[src/rtl/extmod_regfile.sv]
// Flop-based 2**aw x dw register file: synchronous write, combinational read.
// Every word clears asynchronously on rst_n; dout follows addr with no latency.
`timescale 1ns / 1ps

module extmod_regfile #(
    parameter int aw = 4,
    parameter int dw = 8
) (
    input  logic          clk,
    input  logic          rst_n,
    input  logic [aw-1:0] addr,
    input  logic [dw-1:0] din,
    output logic [dw-1:0] dout,
    input  logic          we
);

    localparam int Depth = 1 << aw;

    logic [dw-1:0] mem_q [Depth];

    for (genvar g = 0; g < Depth; g++) begin : g_word
        logic          hit;
        logic [dw-1:0] word_d;

        assign hit = we && (addr == aw'(g));

        always_comb begin
            word_d = mem_q[g];
            if (hit) word_d = din;
        end

        // NOTE: a storage array is reset only because this is a small flop array
        // that must read zero during reset; a real RAM macro has no reset path.
        always_ff @(posedge clk or negedge rst_n) begin
            if (!rst_n) mem_q[g] <= '0;
            else        mem_q[g] <= word_d;
        end
    end

    assign dout = mem_q[addr];

endmodule

[config.mk]
export PLATFORM = sky130hd
export DESIGN_NAME = extmod_regfile
export DESIGN_NICKNAME = d
export VERILOG_FILES = /design/src/rtl/extmod_regfile.sv
export SDC_FILE = /design/constraint.sdc
export NUM_CORES = 1
export LEC_CHECK = 0
export CORE_MARGIN = 1
export CORE_UTILIZATION = 35
export CTS_BUF_LIST = sky130_fd_sc_hd__clkbuf_8
export DETAILED_ROUTE_END_ITERATION = 12
export GPL_TIMING_DRIVEN = 0
export PLACE_DENSITY_LB_ADDON = 0.2
export SYNTH_ARGS = -nofsm -noshare
export SYNTH_HDL_FRONTEND = slang
export SYNTH_SLANG_ARGS = --single-unit
export TNS_END_PERCENT = 10
[constraint.sdc]
create_clock -name clk -period 3.5 [get_ports clk]
set_input_delay 1.05 -clock clk [delete_from_list [all_inputs] [get_ports clk]]
set_output_delay 1.05 -clock clk [all_outputs]
set_load 0.02 [all_outputs]
### After elaboration in Yosys (flattened, before gate mapping)

Cells that the tools add are included.

* flip-flop bits (word level): 128
* input bits: 15
* output and inout port bits: 8
* logic and storage cells: 53

* $lt $le $gt $ge: 1
* equality and inequality tests: 15
* mux-type cells: 3
* bitwise operators: 1
* reduce and logical (&&, ||, !) cells: 17

Operators with widths (count)
* binary-select mux 8 bit (select 4 bit): 1
* == test 4 bit (second input constant): 8
* == test 4 x 3 -> 1 bit (second input constant): 4
* logical AND 1 bit: 16
* two-way mux 8 bit: 2
* == test 4 x 2 -> 1 bit (second input constant): 2
* >= comparator 5 bit (second input constant): 1
* NOT 4 -> 5 bit: 1
* == test 4 x 1 -> 1 bit (second input constant): 1
* logical NOT 4 bit: 1

### Logic depth before layout (Yosys ltp)

* word-level depth: 4
* depth in mapped cells: 5
* depth with buffers taken out: 3

### Least setup slack after synthesis

Ideal clock, no wire load.

* kind: input -> output
* start point: input addr[0]
* end point: output dout[6]
* arrival: 2283 ps
* required time: 2450 ps
* setup slack: 167 ps
* stages: 5
* buffers on the path: 2
* cell sequence: buf_2 buf_4 mux4_2 a22oi_1 nand2_1

* longest elaborated chain between the ends: 4

RTL lines
* start: declaration: RTL line 11 `input logic [aw-1:0] addr,`
* NOT 4 -> 5 bit (not written as such): RTL line 40 `assign dout = mem_q[addr];`
* binary-select mux 8 bit (select 4 bit): RTL line 40
* two-way mux 8 bit (not written as such) (2 in a row): RTL line 40
* end: declaration: RTL line 13 `output logic [dw-1:0] dout,`

No other way between the ends. The select of a mux whose other input is x is not followed.

### Worst setup path after layout

* start point: input addr[0]
* end point: output dout[2]

Same word-level chain as after synthesis.

==> results.toml <==
[run_status]
status = "finished clean"

[worst_setup_path]
reg2reg_setup_slack_ps = 2730
r2r-start = "mem_q[120]$_DFFE_PN0P_"
crit_required_ps = 2450
endpoint_kind = "output pin"
crit_path_start_kind = "input pin"
timing.rr.end = "mem_q[120]$_DFFE_PN0P_"
critPathMaxStageDelay_ps = 490
crit_chain = "buf_16, buf_12, buf_4, mux4_2, a22oi_2, nand2_1, buf_2"
crit_type = "input pin to output pin"
crit_fanout = 12
critical_path.slowest_cell = "mux4_2"
r2r_cells = 1
worstPathArrival_ps = 2420

[yosys]
ys_ff_latch = 128
synth_area_sq_um = 5860
yosysSeqAreaShare = 0.547
synth_cells = 365
yosys_warnings = 0
synth_nets = 380
syn_area_per_cell_sq_um = 16.1
ys_types = 22

[clocking]
clk_path_buf_depth = 2
cts-root-buf = "clkbuf_8"
ctsHoldBuffers = 0
cts.sinks = 128
htree_levels = 4
cts-buffers-inserted = 17
insertion_delay_ps = 440
clk_pin_slew_ps = 70
cts_tree = "yes"

[cells_and_area]
area_delta_synth_final_pct = 19.2
final_cell_mix = "dfrtp_1 (128), mux2_2 (120), mux4_2 (32), clkbuf_8 (20), buf_2 (13)"
final_nets = 424
final_util = 0.433
layout-drive-gt1-share = 0.585
largest_register = "mem_q"
reg.largest.list = "mem_q: 128 flops"
multiInputGateArea_sq_um = 2590
seq_area_sq_um = 3200
largest_reg_flops = 128
design_area_sq_um = 6980
nFillCells = 1479
n_antenna_cell = 0
final_common_cell = "dfrtp_1"

[power_and_ir_drop]
power_density_nw_per_um2 = 601
combPwrFrac = 0.195
power_switching_mw = 1.05
power.leakage_nw = 2.96
p_sw_frac = 0.249
seqPwrFrac = 0.473
vdd_ir_drop_max_mv = 0.258
clkPwrFrac = 0.332
power.internal_mw = 3.15

[die]
top_level_ports = 23
dieArea_sq_um = 17300
die-height_microns = 131
coreArea_sq_um = 16100
rows = 46
die_x_microns = 131
initial_core_util = 0.364

[route]
drc_errors = 0
detail_route.iter0.violations = 199
first_pass_iters = 4
num_vias = 3324
totalWireLength_mm = 13.8
vias_per_cell = 5.21
post_drt_wl_per_cell_microns = 21.7
drtAntennaViolNets = 0

[global_route]
grt.met1_usage = 0.243
grt.met3_usage = 0.0413
grt_pass1_wl_mm = 21.6
grt-ovfl-total = 0
grt_antenna_before_repair = 0
top_usage_layer = "met2"
grt_max_degree = 81
grt_util_all_layers = 0.172
grt_use_met2 = 0.255
grt_pass1_vias = 3508

[placement]
dp_hpwl_mm = 8.94
finalWeightedCongestion = 0.680
placed_cell_area_sq_um = 6360
io_buffers = 20

[sta]
finalSetupViolCount = 0
fin_skew_ps = 0
slew_headroom = 0.574
fin_crit_sh = 0.992
finalCriticalPeriod_ps = 3470
worst-slew-pin-transition_ps = 638
hold-worst-slack_ps = 505
slew_viol_final = 0
finalHoldViolations = 0
rsz0062_at_grt = "true"
max_freq_ghz = 0.288

[job]
maxCapViolCount = 0

[hold_path]
hold_depth = 1
hold_class = "flop to flop"
min_delay_worst_endpoint = "mem_q[32]$_DFFE_PN0P_"
hold_start = "mem_q[32]$_DFFE_PN0P_"
## kinds of logic after synthesis
| logic type | after synthesis | synth area share |
|---|---|---|
| compound gates | 16 | 0.0205 |
| simple gates | 36 | 0.0369 |
| mux | 160 | 0.374 |
| buf+inv | 25 | 0.0220 |
| flops | 128 | 0.547 |
## Yosys cell counts, drive strengths merged
master	instances	area, sq um
or3	1	6.26
dfrtp	128	3200
nand3	1	5.00
mux4	32	721
nand3b	2	27.5
nor3b	1	12.5
nand2b	6	37.5
mux2	128	1470
buf	14	87.6
nor2	11	63.8
nor2b	2	12.5
a22oi	16	120
and2	1	6.26
nand2	10	37.5
and2b	1	7.51
clkbuf	11	41.3
## metrics by stage
step | cells | power [mW] | setup WS [ps] | TNS (ps)
CTS | 638 | 4.24 | -21.5 | -56.0
global route | 638 | 4.40 | -12.6 | -24.9
global placement | 601 | 2.78 | -3620 | -468880
floorplan | 365 | 2.55 | 167 | 0
detailed placement | 602 | 2.82 | -1050 | -7480
finish | 638 | 4.20 | 28.0 | 0
## per-layer routing
| metal | part of all wire | vias up | wire (microns) |
|---|---|---|---|
| met5 | 0 | - | 0 |
| met4 | 0.021 | 0 | 297 |
| met3 | 0.035 | 20 | 487 |
| met2 | 0.48 | 61 | 6610 |
| met1 | 0.47 | 1788 | 6450 |
| li1 | - | 1455 | - |
## repair_timing
action / CTS / global route
buffers inserted: 4 / 0
setup endpoints to repair: 8 / 7
cloned: 2 / 0
pin swaps: 3 / 3
resized for setup: 68 / 14
## worst max-delay path: cells and delay by family
kind            cells  cell delay [ps]
compound gates      1              190
buf+inv             4              590
mux                 1              490
simple gates        1               90
## power groups by stage
stage / Clock [mW] / Combinational [mW] / Sequential (mW)
CTS: 1.42 / 0.827 / 1.99
detailed placement: 0 / 0.804 / 2.01
finish: 1.39 / 0.818 / 1.99
global placement: 0 / 0.781 / 2.00
global route: 1.49 / 0.882 / 2.03
floorplan: 0 / 0.599 / 1.95
## worst max-delay path by stage
stage,start,endpoint,slack [ps],cells after the start
after floorplan,addr[0],dout[6],170,5
after global placement,rst_n,mem_q[92]$_DFFE_PN0P_,-3620,1
after detailed placement,addr[3],dout[7],-1050,5
after CTS,addr[1],dout[7],-20,6
after global routing,addr[0],dout[2],-10,7
final,addr[0],dout[2],30,7
## final cells by class
| type | count | area share |
|---|---|---|
| Multi-Input combinational cell | 212 | 0.371 |
| Buffer | 23 | 0.0283 |
| Sequential cell | 128 | 0.459 |
| Clock inverter | 12 | 0.0235 |
| Tap cell | 216 | 0.0387 |
| Clock buffer | 20 | 0.0394 |
| Timing Repair Buffer | 27 | 0.0407 |
Power figures use the tool's default switching activity.
==> RTL edit 1 (config.mk and constraints unchanged) <==
The parameter `dw` goes from 8 to 6.
--- a/src/rtl/extmod_regfile.sv
+++ b/src/rtl/extmod_regfile.sv
@@ -5,5 +5,5 @@
 module extmod_regfile #(
     parameter int aw = 4,
-    parameter int dw = 8
+    parameter int dw = 6
 ) (
     input  logic          clk,
Interface: changed (resized din and dout); port bits go from 23 to 19. No check against the original RTL was run, so the function may have changed too.
==> RTL edit 1 against the unedited design <==
Wire length is 25% lower. Sequential share of layout area barely moved. Total power down 30%. Sequential power decreased by 25%. Fmax increased by 0.93%. Sequential cell count down 32. Die area decreased by 25%. Hold slack improved by 0.0026 ns. Cell count down 23%. Setup slack gained 0.032 ns. Cell area shrank 25%. Area after synthesis decreased by 25%.
==> RTL edit 1: results (changes against the unedited design) <==
Placement
  • IO Port Bufs: 18 (-10%)
  • HPWL after DPL: 7.06 mm (-21%)
  • Placer Congestion: 0.751 (+10%)

Clock network
  • Max clock buf depth: 2 (unchanged)
  • CTS clk-pin slew, worst paths: 0.09 ns (+0.02 ns)
  • Clk root buf: clkbuf_8
  • Number of CTS-inserted buffers: 9 (-8)
  • Clock latency on the worst-skew pair: 0.36 ns (-0.08 ns)
  • H-tree depth: 3 (-1)

Setup path
  • Critical R2R Launch: mem_q[76]
  • Setup slack, reg-to-reg: 2.73 ns (about the same)
  • Register-to-Register Path Depth: 1 (unchanged)
  • Max FO, Critical Path: 6 (-6)
  • Max incr delay on CP: 0.52 ns (+0.03 ns)
  • CP Data Arrival Time: 2.39 ns (-0.03 ns)
  • Slowest CP cell: mux4_2
  • Reg2reg end: mem_q[76]

Drt
  • Final ANT Viol Nets: 0 (unchanged)
  • Wire length per cell: 21.3 um (-1.9%)
  • Drt first pass iters: 4 (unchanged)
  • First DRT Iteration DRCs: 96 (-52%)
  • Vias/cell: 5.07 (-2.7%)

Logic synthesis
  • Synth top area cells: dfrtp_1 (55%), mux2_2 (25%), mux4_2 (12%)
  • Register area share after synthesis: 54.9% (+0.22 points)
  • Post-synth top area share: 54.9% (+0.22 points)
  • Syn nets: 294 (-23%)
  • Synth warn: 0 (unchanged)
  • Synth cell count leaders: dfrtp_1 (96), mux2_2 (96), mux4_2 (24)
  • Post-synth ARST share: 100% (unchanged)
  • Library cells used by synthesis: 19 (-14%)
  • Top_reg_cell synth: dfrtp_1

Cells and area
  • Share of layout cells above drive strength 1: 56.3% (-2.2 points)
  • Final net count: 332 (-22%)
  • Largest registers: mem_q: 96 flops
  • Filler cells: 1152 (-22%)
  • Number of diodes: 0 (unchanged)

Min path
  • Hold EP: mem_q[83]
  • Hold wc startpoint: mem_q[83]
  • Min-Delay Path Depth: 1 (unchanged)
  • HP Class: reg -> reg

Global route
  • First-pass GRT wire length: 17.0 mm (-21%)
  • Total track usage: 18.3% (+1.0 points)
  • Number of global-route vias before repair: 2914 (-17%)
  • Largest net degree at the start of global routing: 63 (-22%)
  • Initial antenna violation count: 0 (unchanged)

Timing
  • Worst slew margin: 45.0% (-12 points)
  • Worst Skew: 0 ns (unchanged)

Run status
  • Status: finished, final reports clean

Pwr
  • Pleak: 2.18 nW (-26%)
  • Switching Fraction: 25.9% (+1.0 points)
  • Worst vdd ir: 0.257 mV (about the same)

Flow run
  • Max cap viols: 0 (unchanged)
RTL edit 1: cell count changes in the layout (fill, tap and decap cells not counted), moves of 7 or more:
cell,delta
clkbuf_8,-8
mux2_4,-8
buf_2,-7
dfrtp_1,-32
mux4_2,-8
mux2_2,-24
RTL edit 1: how the worst max path moves through the flow:
| stage | from | endpoint | slack [ns] | depth (start not counted) |
|---|---|---|---|---|
| floorplan | addr[0] | dout[1] | 0.15 | 5 |
| global placement | rst_n | mem_q[75] | -2.26 | 1 |
| detailed placement | addr[1] | dout[4] | -1.34 | 7 |
| CTS | addr[0] | dout[4] | -0.04 | 8 |
| global route | addr[0] | dout[2] | 0.007 | 7 |
| finish | addr[0] | dout[1] | 0.06 | 7 |
RTL edit 1: layout make-up:
cell class	instances	area, um2	area share, %
Tap cell	168	210	4.01
Timing Repair Buffer	29	305	5.82
Buffer	17	134	2.55
Sequential cell	96	2400	45.8
Multi-Input combinational cell	166	1970	37.6
Clock buffer	10	138	2.63
Clock inverter	5	81.3	1.55
RTL edit 1: timing repair:
action | 4_1_cts | 5_1_grt
cloned | 2 | 0
buffers inserted | 8 | 0
endpoints found under the setup margin | 6 | 6
endpoints found under the hold margin | 0 | 0
gates resized for setup | 70 | 4
pin swaps | 8 | 4
RTL edit 1: power by group through the flow:
stage	Combinational (W)	Sequential [W]	Clock, W
after floorplan	0.000439	0.00146	0
after global placement	0.000582	0.00150	0
after detailed placement	0.000602	0.00151	0
after CTS	0.000642	0.00149	0.000827
after global routing	0.000692	0.00152	0.000874
final	0.000637	0.00149	0.000805
RTL edit 1: per-layer routing:
metal  GRT usage [%]  vias up  share of wire, %
li1                -     1114                 -
met4            6.41        0               1.3
met5               0        -                 0
met2            30.0       28                49
met1            24.8     1337                47
met3            2.71       10               2.5
RTL edit 1: through the flow:
stage          util [%]  instances  worst slack [ns]  cell area [um2]  hold slack [ns]
6_report           43.3        491            0.0600             5240            0.507
5_1_grt            43.3        491           0.00661             5240            0.524
4_1_cts            43.3        492           -0.0378             5240            0.511
3_5_place_dp       39.6        468             -1.34             4790            0.491
3_3_place_gp       39.4        467             -2.26             4770            0.482
2_1_floorplan         -        281             0.148             4380            0.474
RTL edit 1: logic make-up (layout without fill, tap and decap cells):
kind of cell | count (synthesis) | in the layout | synth area share (%)
multiplexers | 120 | 120 | 37.0
AO/OA/AOI/OAI | 12 | 12 | 2.06
buffers and inverters | 19 | 61 | 2.03
flip-flops | 96 | 96 | 54.9
AND/OR/NAND/NOR | 34 | 34 | 4.00
RTL edit 1: worst max-delay path, delay by kind of cell:
family          cells  cell delay [ns]
compound gates      1             0.20
simple gates        1             0.08
buf+inv             4             0.54
mux                 1             0.52
==> RTL edit 2 (config.mk and constraints unchanged) <==
Without the edit above. Put a register stage on the output `dout`, with the module's reset. The value now appears one clock later. Comments in the files are not updated.
--- a/src/rtl/extmod_regfile.sv
+++ b/src/rtl/extmod_regfile.sv
@@ -38,5 +38,11 @@
     end
 
-    assign dout = mem_q[addr];
+    always_ff @(posedge clk or negedge rst_n) begin
+        if (!rst_n) begin
+            dout <= '0;
+        end else begin
+            dout <= mem_q[addr];
+        end
+    end
 
 endmodule
Function: changed (Yosys sat finds a counterexample within 4 cycles, from zero or initial values and one cycle with rst_n low).
==> RTL edit 2 against the unedited design <==
Wire length shrank 2.6%. Total power grew 1.3%. Register-to-register slack lost 0.69 ns. Sequential share of layout area grew 3.1 points. Area after synthesis grew 2.4%. Sequential cell count grew 8. Cell area shrank 0.57%. Setup slack gained 0.39 ns.
==> RTL edit 2: results (changes against the unedited design) <==
Run status
  • Status: finished, final reports clean

Clock network
  • Clk root buf: clkbuf_8
  • Post-cts resize count: 0 (-100%)
  • H-tree depth: 4 (unchanged)
  • Post-CTS Setup Inserts: 0 (-4)
  • Clock latency on the worst-skew pair: 0.45 ns

Cells and area
  • Final net count: 428 (+0.94%)
  • Share of layout cells above drive strength 1: 50.2% (-8.3 points)
  • Number of diodes: 0 (unchanged)
  • Largest registers: mem_q: 128 flops, dout: 8 flops

Drt
  • WL final: 13.5 mm (-2.6%)
  • Drt first pass iters: 6 (+2)
  • First DRT Iteration DRCs: 190 (-4.5%)
  • Vias/cell: 5.22 (+0.19%)
  • Residual DRC count: 0 (unchanged)

Timing
  • Worst slew margin: 54.3% (-3.1 points)
  • Worst Skew: 0.00740 ns (+0.00740 ns)

Logic synthesis
  • Syn nets: 386 (+1.6%)
  • Synth warn: 0 (unchanged)
  • Synth top area cells: dfrtp_1 (57%), mux2_2 (24%), mux4_2 (12%)
  • Synth cell count leaders: dfrtp_1 (136), mux2_2 (127), mux4_2 (32)
  • Post-synth ARST share: 100% (unchanged)
  • Compound-Gate Fraction of Synth Area: 2.00% (-0.048 points)
  • Post-synthesis mux area share: 36.0% (-1.4 points)
  • Register area share after synthesis: 56.7% (+2.0 points)

Global route
  • Total track usage: 17.0% (-0.20 points)
  • Largest net degree at the start of global routing: 93 (+15%)
  • Number of global-route vias before repair: 3698 (+5.4%)
  • Total congestion overflow: 0 (unchanged)
  • First-pass GRT wire length: 21.9 mm (+1.4%)

Placement
  • IO Port Bufs: 22 (+10%)
  • Placer Congestion: 0.744 (+9.3%)
  • HPWL after DPL: 9.08 mm (+1.6%)
  • Pre-CTS WS: -0.00229 ns (+1.05 ns)
  • DP Area: 6530 um2 (+2.6%)

Setup path
  • Max FO, Critical Path: 10 (-2)
  • CP Data Arrival Time: 3.39 ns (+0.97 ns)

Pwr
  • Pleak: 2.92 nW (-1.2%)
  • Worst vdd ir: 0.265 mV (+2.9%)
RTL edit 2: changes by cell type in the layout (fill, tap and decap cells not counted), moves of 3 or more:
cell / before / now
nand2b_1: 6 / 2
mux2_4: 8 / 0
buf_12: 3 / 0
buf_2: 13 / 9
mux2_2: 120 / 127
buf_16: 4 / 1
a22oi_2: 10 / 0
clkdlybuf4s50_1: 9 / 21
buf_4: 5 / 2
buf_6: 5 / 1
dfrtp_1: 128 / 136
a22oi_1: 6 / 16
RTL edit 2: logic make-up after synthesis:
kind of cell | after synthesis
AO/OA/AOI/OAI | 16
multiplexers | 160
buffers and inverters | 23
AND/OR/NAND/NOR | 36
flip-flops | 136
RTL edit 2: cell type report:
cell class,instances,area (um2)
repair buffers,23,249
multi-input cells,212,2490
plain buffers,23,106
fillers,1545,9700
clock buffers,21,289
well taps,220,275
clock inverters,11,129
flip-flops and latches,136,3400
RTL edit 2: final timing paths:
path,slack (ns),from,end,cells past startpoint
hold / removal,0.50,mem_q[55],mem_q[55],1
max in group asynchronous,2.15,rst_n,mem_q[82],2
setup reg to reg,2.04,mem_q[32],dout[0],3
setup / recovery,0.42,addr[1],dout[0],6
hold reg to reg,0.50,mem_q[55],mem_q[55],1
min in group asynchronous,0.52,rst_n,mem_q[118],1
RTL edit 2: critical path: stages:
cell             delay [ns]
clkdlybuf4s50_1        0.60
clkbuf_1               0.41
buf_2                  0.46
mux4_2                 0.38
a22oi_1                0.33
nand2_1                0.14
RTL edit 2: through the flow:
step	utilization (%)	hold WS, ns	cells
after detailed placement	39.2	0.490	614
after global placement	39.0	0.465	613
after global routing	41.7	0.520	646
after CTS	41.7	0.507	646
after floorplan	-	0.453	371
final	41.7	0.503	646
RTL edit 2: power breakdown:
part	internal [W]	switching, W	leakage, nW
clock	0.000768	0.000597	0.225
sequential	0.00194	0.000164	1.67
combinational	0.000488	0.000301	1.03
total	0.00319	0.00106	2.92
RTL edit 2: routing by layer:
metal / wire [um] / global-route usage, % / up-vias
met2: 6490 / 26.8 / 52
met1: 6380 / 23.0 / 1832
li1: - / - / 1472
met5: 0 / 0 / -
met4: 249 / 6.32 / 0
met3: 365 / 3.79 / 16
